--- config.mk ---
export PLATFORM = sky130hd
export DESIGN_NAME = alb_chain_seq_flat
export DESIGN_NICKNAME = d
export VERILOG_FILES = /design/src/rtl/alb_pkg.sv /design/src/rtl/alb_chain_seq_if.sv /design/src/rtl/alb_chain_seq.sv /design/src/flat_wrapper.sv
export SDC_FILE = /design/constraint.sdc
export NUM_CORES = 1
export LEC_CHECK = 0
export BUFFER_PORTS_ARGS = -buffer_cell sky130_fd_sc_hd__clkbuf_2
export CORE_MARGIN = 2
export CORE_UTILIZATION = 40
export DETAILED_ROUTE_END_ITERATION = 10
export GPL_TIMING_DRIVEN = 0
export SYNTH_ARGS = -nofsm -noshare
export SYNTH_HDL_FRONTEND = slang
export SYNTH_SLANG_ARGS = --single-unit
--- constraint.sdc ---
create_clock -name clk -period 2.9 [get_ports clk]
set_clock_uncertainty 0.1 [all_clocks]
set_input_delay 0.145 -clock clk [delete_from_list [all_inputs] [get_ports clk]]
set_output_delay 0.145 -clock clk [all_outputs]
set_load 0.02 [all_outputs]
--- src/rtl/alb_pkg.sv ---
// Shared opcode encoding for the 4-bit ALB, its reference model and the chain sequencer,
// plus the sequencer FSM state encoding.
package alb_pkg;

    localparam logic [1:0] ALB_OR   = 2'b00;
    localparam logic [1:0] ALB_ADD  = 2'b01;
    localparam logic [1:0] ALB_ANDN = 2'b10;
    localparam logic [1:0] ALB_SUB  = 2'b11;

    typedef enum logic [1:0] {
        ST_IDLE = 2'b00,
        ST_RUN  = 2'b01,
        ST_DONE = 2'b10
    } seq_state_t;

endpackage

--- src/rtl/alb_chain_seq_if.sv ---
// Request/result handshake bundle of the chain sequencer.
// master = requester and result consumer, slave = sequencer.
interface alb_chain_seq_if #(
    parameter int WIDTH = 8
);
    logic             in_valid;
    logic             in_ready;
    logic [WIDTH-1:0] op_a;
    logic [WIDTH-1:0] op_b;
    logic             op_ci;
    logic [1:0]       op_i;
    logic             out_valid;
    logic             out_ready;
    logic [WIDTH-1:0] res_f;
    logic             res_co;
    logic             res_vo;
    logic             res_no;
    logic             res_zo;
    logic             busy;

    modport master (
        output in_valid, op_a, op_b, op_ci, op_i, out_ready,
        input  in_ready, out_valid, res_f, res_co, res_vo, res_no, res_zo, busy
    );

    modport slave (
        input  in_valid, op_a, op_b, op_ci, op_i, out_ready,
        output in_ready, out_valid, res_f, res_co, res_vo, res_no, res_zo, busy
    );
endinterface

--- src/rtl/alb_chain_seq.sv ---
// Multi-nibble sequencer: feeds a WIDTH-bit operation through the 4-bit ALB LSB nibble first,
// chaining carry for ADD/SUB, and assembles the word result and flags.
//
// state   | meaning
// IDLE    | waiting for a request, in_ready high
// RUN     | driving nibble k on the ALB, waiting ALB_LAT+1 cycles per nibble
// DONE    | result held with out_valid high until out_ready
module alb_chain_seq
    import alb_pkg::*;
#(
    parameter int WIDTH   = 8,
    parameter int ALB_LAT = 1
) (
    input  logic                  clk,
    input  logic                  reset,
    alb_chain_seq_if.slave        bus,
    output logic [3:0]            alb_r,
    output logic [3:0]            alb_s,
    output logic                  alb_ci,
    output logic [1:0]            alb_i,
    input  logic [3:0]            alb_f,
    input  logic                  alb_co,
    input  logic                  alb_vo,
    input  logic                  alb_no,
    input  logic                  alb_zo
);

    localparam int N  = WIDTH / 4;
    localparam int KW = (N > 1) ? $clog2(N) : 1;
    localparam logic [KW-1:0] K_LAST = KW'(N - 1);
    localparam logic [1:0]    LAT_LD = 2'(ALB_LAT);

    seq_state_t       state;
    logic [WIDTH-1:0] a_q;
    logic [WIDTH-1:0] b_q;
    logic             ci_q;
    logic [1:0]       op_q;
    logic [KW-1:0]    k;
    logic [1:0]       wcnt;
    logic             zo_acc;

    logic             arith;
    logic [KW-1:0]    k_nxt;
    logic             nxt_ci;

    // Word sign comes from the assembled result, so the ALB's own NO flag is not needed.
    logic             unused_no;
    assign unused_no = alb_no;

    assign arith  = (op_q == ALB_ADD) || (op_q == ALB_SUB);
    assign k_nxt  = k + 1'b1;
    assign nxt_ci = arith ? alb_co : ci_q;

    always_ff @(posedge clk or negedge reset) begin
        if (!reset) begin
            state         <= ST_IDLE;
            a_q           <= '0;
            b_q           <= '0;
            ci_q          <= 1'b0;
            op_q          <= ALB_OR;
            k             <= '0;
            wcnt          <= '0;
            zo_acc        <= 1'b0;
            alb_r         <= '0;
            alb_s         <= '0;
            alb_ci        <= 1'b0;
            alb_i         <= '0;
            bus.in_ready  <= 1'b1;
            bus.busy      <= 1'b0;
            bus.out_valid <= 1'b0;
            bus.res_f     <= '0;
            bus.res_co    <= 1'b0;
            bus.res_vo    <= 1'b0;
            bus.res_no    <= 1'b0;
            bus.res_zo    <= 1'b0;
        end else begin
            case (state)
                ST_IDLE: begin
                    if (bus.in_valid) begin
                        a_q          <= bus.op_a;
                        b_q          <= bus.op_b;
                        ci_q         <= bus.op_ci;
                        op_q         <= bus.op_i;
                        k            <= '0;
                        wcnt         <= LAT_LD;
                        zo_acc       <= 1'b1;
                        alb_r        <= bus.op_a[3:0];
                        alb_s        <= bus.op_b[3:0];
                        alb_ci       <= bus.op_ci;
                        alb_i        <= bus.op_i;
                        bus.in_ready <= 1'b0;
                        bus.busy     <= 1'b1;
                        state        <= ST_RUN;
                    end
                end
                ST_RUN: begin
                    if (wcnt != 2'd0) begin
                        wcnt <= wcnt - 2'd1;
                    end else begin
                        // Terminal count: ALB outputs for nibble k are valid this cycle.
                        bus.res_f[4*k +: 4] <= alb_f;
                        zo_acc              <= zo_acc & alb_zo;
                        if (k == K_LAST) begin
                            bus.res_co    <= alb_co;
                            bus.res_vo    <= alb_vo;
                            bus.res_no    <= alb_f[3];
                            bus.res_zo    <= zo_acc & alb_zo;
                            bus.out_valid <= 1'b1;
                            state         <= ST_DONE;
                        end else begin
                            k      <= k_nxt;
                            wcnt   <= LAT_LD;
                            alb_r  <= a_q[4*k_nxt +: 4];
                            alb_s  <= b_q[4*k_nxt +: 4];
                            alb_ci <= nxt_ci;
                        end
                    end
                end
                ST_DONE: begin
                    if (bus.out_ready) begin
                        bus.out_valid <= 1'b0;
                        bus.in_ready  <= 1'b1;
                        bus.busy      <= 1'b0;
                        state         <= ST_IDLE;
                    end
                end
                default: begin
                    state <= ST_IDLE;
                end
            endcase
        end
    end

endmodule
--- src/flat_wrapper.sv ---
// flat-port wrapper written by rule: the top's interface ports become plain ports
module alb_chain_seq_flat import alb_pkg::*;
#(
    parameter int WIDTH   = 8,
    parameter int ALB_LAT = 1
)
  (clk, reset, alb_r, alb_s, alb_ci, alb_i, alb_f, alb_co, alb_vo, alb_no, alb_zo, bus_in_valid, bus_op_a, bus_op_b, bus_op_ci, bus_op_i, bus_out_ready, bus_in_ready, bus_out_valid, bus_res_f, bus_res_co, bus_res_vo, bus_res_no, bus_res_zo, bus_busy);
  alb_chain_seq_if #(.WIDTH(WIDTH)) bus_i ();
  input  logic clk;
  input  logic reset;
  output logic [3:0] alb_r;
  output logic [3:0] alb_s;
  output logic alb_ci;
  output logic [1:0] alb_i;
  input  logic [3:0] alb_f;
  input  logic alb_co;
  input  logic alb_vo;
  input  logic alb_no;
  input  logic alb_zo;
  input wire logic [$bits(bus_i.in_valid)-1:0] bus_in_valid;
  input wire logic [$bits(bus_i.op_a)-1:0] bus_op_a;
  input wire logic [$bits(bus_i.op_b)-1:0] bus_op_b;
  input wire logic [$bits(bus_i.op_ci)-1:0] bus_op_ci;
  input wire logic [$bits(bus_i.op_i)-1:0] bus_op_i;
  input wire logic [$bits(bus_i.out_ready)-1:0] bus_out_ready;
  output wire logic [$bits(bus_i.in_ready)-1:0] bus_in_ready;
  output wire logic [$bits(bus_i.out_valid)-1:0] bus_out_valid;
  output wire logic [$bits(bus_i.res_f)-1:0] bus_res_f;
  output wire logic [$bits(bus_i.res_co)-1:0] bus_res_co;
  output wire logic [$bits(bus_i.res_vo)-1:0] bus_res_vo;
  output wire logic [$bits(bus_i.res_no)-1:0] bus_res_no;
  output wire logic [$bits(bus_i.res_zo)-1:0] bus_res_zo;
  output wire logic [$bits(bus_i.busy)-1:0] bus_busy;
  assign bus_i.in_valid = bus_in_valid;
  assign bus_i.op_a = bus_op_a;
  assign bus_i.op_b = bus_op_b;
  assign bus_i.op_ci = bus_op_ci;
  assign bus_i.op_i = bus_op_i;
  assign bus_i.out_ready = bus_out_ready;
  assign bus_in_ready = bus_i.in_ready;
  assign bus_out_valid = bus_i.out_valid;
  assign bus_res_f = bus_i.res_f;
  assign bus_res_co = bus_i.res_co;
  assign bus_res_vo = bus_i.res_vo;
  assign bus_res_no = bus_i.res_no;
  assign bus_res_zo = bus_i.res_zo;
  assign bus_busy = bus_i.busy;
  alb_chain_seq #(.WIDTH(WIDTH), .ALB_LAT(ALB_LAT)) u_core (.clk(clk), .reset(reset), .bus(bus_i), .alb_r(alb_r), .alb_s(alb_s), .alb_ci(alb_ci), .alb_i(alb_i), .alb_f(alb_f), .alb_co(alb_co), .alb_vo(alb_vo), .alb_no(alb_no), .alb_zo(alb_zo));
endmodule
==> flow_summary.json <==
{
  "finalNetCount": 260,
  "post_synth_mux_area_share": 0.304,
  "all_layer_gr_usage": 0.158,
  "mapped_area_um2": 2110,
  "routed_wirelength_mm": 4.29,
  "num_vias": 1467,
  "hp-start": "bus_out_ready",
  "place.port_buffers": 55,
  "ant_nets": 0,
  "grt_antenna_before_repair": 0,
  "hp-class": "in2reg",
  "grt_remaining_overflow": 0,
  "design.portCount": 57,
  "vias_per_cell": 4.91,
  "dieArea_um2": 5880,
  "max_slew_margin": 0.628,
  "dpl-instance-area_um2": 2470,
  "drt_iter0_drc": 73,
  "synth_area_in_compound_gates": 0.0533,
  "final_layout_size_suffix_gt1_frac": 0.555,
  "post_synth_num_cell_types": 26,
  "reg2regPathDepth": 4,
  "chipHeight_um": 76.7,
  "flow.area_growth_from_synthesis_pct": 32.6,
  "tightestPinTransition_ns": 0.558,
  "r2r_setup_slack_ns": 0.87,
  "worst_voltage_drop_across_the_vdd_grid_v": 0.000437,
  "clk_transition_reported_paths_ns": 0.08,
  "worst_setup_sp_type": "register",
  "destination_of_the_worst_register_to_register_timing_path": "u_core.alb_s[1]",
  "maxClockFrequency_mhz": 493,
  "maxSlewViolCount": 0,
  "cts.hold.buffers_added": 21,
  "synthesized_area_per_cell_um2": 14.7,
  "htree_num_levels": 2,
  "cts_post_setup_buffers_inserted": 0,
  "maxCapViolCount": 0,
  "synth.net_count": 175,
  "worst_r2r_startpoint": "u_core.state[0]",
  "synth_top_family_by_area": "multiplexers",
  "worstSetupEndpointType": "register",
  "grt_max_degree": 50,
  "ys_seq_elements": 49,
  "cp_required_ns": 2.98,
  "average_wire_per_standard_cell_um": 14.3,
  "worstHoldEndpoint": "u_core.state[1]",
  "critical_path_peak_fanout": 10,
  "synth_fa_ha_area_frac": 0,
  "grt_pass1_vias": 1553,
  "firstDrtPassIters": 4,
  "multi_input_comb_area_um2": 851,
  "layout.filler_cells": 430,
  "synth-seq-area-share": 0.581,
  "final_std_cell_area_no_fill_um2": 2800,
  "min_path_cells": 2,
  "synthSimpleGateAreaFrac": 0.0456,
  "outcome": "finished, violations left",
  "setup-violations-final": 0,
  "antennaDiodeCount": 0,
  "cts_num_sinks": 49,
  "finalWorstPathRequiredPeriod_ns": 2.03,
  "initial_utilization": 0.414,
  "cts_made_buffers": 5,
  "core_area_um2": 5110,
  "timing.critical_path.arrival_ns": 2.11,
  "cts_resized": 0,
  "unrepaired_setup_endpoints_after_global_routing": "no",
  "floorplan.rows": 26,
  "critPathKind": "reg2reg",
  "clock-root-buffer": "clkbuf_8",
  "static_leakage_nw": 1.26,
  "post_synth_inst_count": 144,
  "global_route_wire_length_before_repair_mm": 7.27,
  "gp_congestion": 0.840,
  "insertion_delay_ns": 0.29,
  "detailedPlacementHpwl_mm": 3.00,
  "number_of_warning_messages_in_the_yosys_log": 0,
  "route.detailed.drc": 0,
  "cts_tree": "yes",
  "layout_worst_path_cycle_share": 0.700,
  "timing.final.hold_violations": 1,
  "power_per_cell_area_nw_per_um2": 1100,
  "hold_slack_ns": -0.00597,
  "die_x_um": 76.7,
  "failing_checks": "hold timing",
  "seq_area_um2": 1230,
  "synthXorXnorAreaFrac": 0,
  "number_of_buffers_between_clock_root_and_the_deepest_sink": 2,
  "setup_tns_ns": 0
}
## layout by cell type (no fill, tap or decap), types with 2 or more instances in the layout
| cell | instances |
|---|---|
| clkbuf_2 | 54 |
| o21ai_0 | 5 |
| buf_1 | 2 |
| clkbuf_8 | 6 |
| inv_1 | 3 |
| mux2_2 | 56 |
| buf_2 | 4 |
| dlygate4sd3_1 | 22 |
| nand2b_1 | 4 |
| nand2_1 | 2 |
| a21oi_1 | 4 |
| dfrtp_1 | 48 |
## per-stage QoR
step	worst slack, ns	utilization	total power [mW]	cells
3_3_place_gp	0.816	0.485	2.62	269
4_1_cts	0.810	0.543	3.11	297
3_5_place_dp	0.845	0.485	2.69	269
6_report	0.871	0.549	3.07	299
2_1_floorplan	1.11	-	2.27	144
5_1_grt	0.691	0.549	3.29	299
## registers in the layout, indices dropped and copies added, names as in the netlist
name / count
u_core.bus.res_zo: 1
u_core.alb_r: 4
u_core.bus.busy: 1
u_core.bus.res_vo: 1
u_core.wcnt: 2
u_core.zo_acc: 1
u_core.bus.res_co: 1
u_core.bus.out_valid: 1
u_core.k: 1
u_core.ci_q: 1
u_core.state: 2
u_core.bus.res_no: 1
u_core.alb_i: 2
u_core.alb_s: 4
u_core.b_q: 8
u_core.a_q: 8
u_core.bus.res_f: 8
u_core.bus.in_ready: 1
u_core.alb_ci: 1
## cells in the mapped netlist, drive strengths merged
| library cell | n | area, um2 |
|---|---|---|
| a211oi | 1 | 7.51 |
| a21bo | 1 | 10.0 |
| a21oi | 5 | 36.3 |
| and2 | 1 | 6.26 |
| buf | 5 | 22.5 |
| dfrtp | 48 | 1200 |
| dfstp | 1 | 26.3 |
| inv | 3 | 11.3 |
| mux2 | 57 | 642 |
| nand2 | 2 | 7.51 |
| nand2b | 4 | 25.0 |
| nand4 | 1 | 6.26 |
| nor2 | 1 | 3.75 |
| nor2b | 1 | 6.26 |
| nor3 | 1 | 5.00 |
| nor3b | 1 | 7.51 |
| nor4b | 1 | 15.0 |
| o21ai | 5 | 25.0 |
| o21bai | 1 | 7.51 |
| o221a | 1 | 11.3 |
| o22ai | 1 | 6.26 |
| o41ai | 1 | 8.76 |
| or4b | 1 | 13.8 |
## worst max-delay path by stage
stage | startpoint | to | slack [ns]
3_3_place_gp | u_core.state[0] | u_core.alb_s[2] | 0.82
4_1_cts | u_core.state[0] | u_core.alb_s[1] | 0.81
2_1_floorplan | u_core.wcnt[1] | u_core.alb_ci | 1.11
3_5_place_dp | u_core.state[0] | u_core.alb_s[1] | 0.85
5_1_grt | u_core.state[0] | u_core.alb_s[1] | 0.69
6_report | u_core.state[0] | u_core.alb_s[1] | 0.87
## critical path, stage by stage (launching register included)
cell	delay, ns
dfrtp_1	0.46
nor2b_1	0.23
buf_1	0.47
mux2_2	0.40
mux2_2	0.26
## kinds of logic after synthesis
family	after synthesis
and+or+nand+nor	14
DFF	49
muxes	57
AOI/OAI and AO/OA	16
buffers and inverters	8
## power breakdown
group	switching, mW	internal, mW
combinational	0.705	0.752
sequential	0.191	1.03
clock	0.206	0.189
## layout make-up
class / instances / area share
Multi-Input combinational cell: 87 / 0.304
Sequential cell: 49 / 0.438
Inverter: 3 / 0.00402
Buffer: 5 / 0.00804
Timing Repair Buffer: 78 / 0.184
Tap cell: 70 / 0.0313
Clock buffer: 7 / 0.0308
## layer usage
layer,up-vias,GRT usage,share of wire
met5,-,0,0
met4,0,0.0673,0.024
met3,10,0.0376,0.039
met2,44,0.268,0.51
met1,725,0.192,0.43
li1,688,-,-
Note: power is estimated with default switching activity, not from simulation.
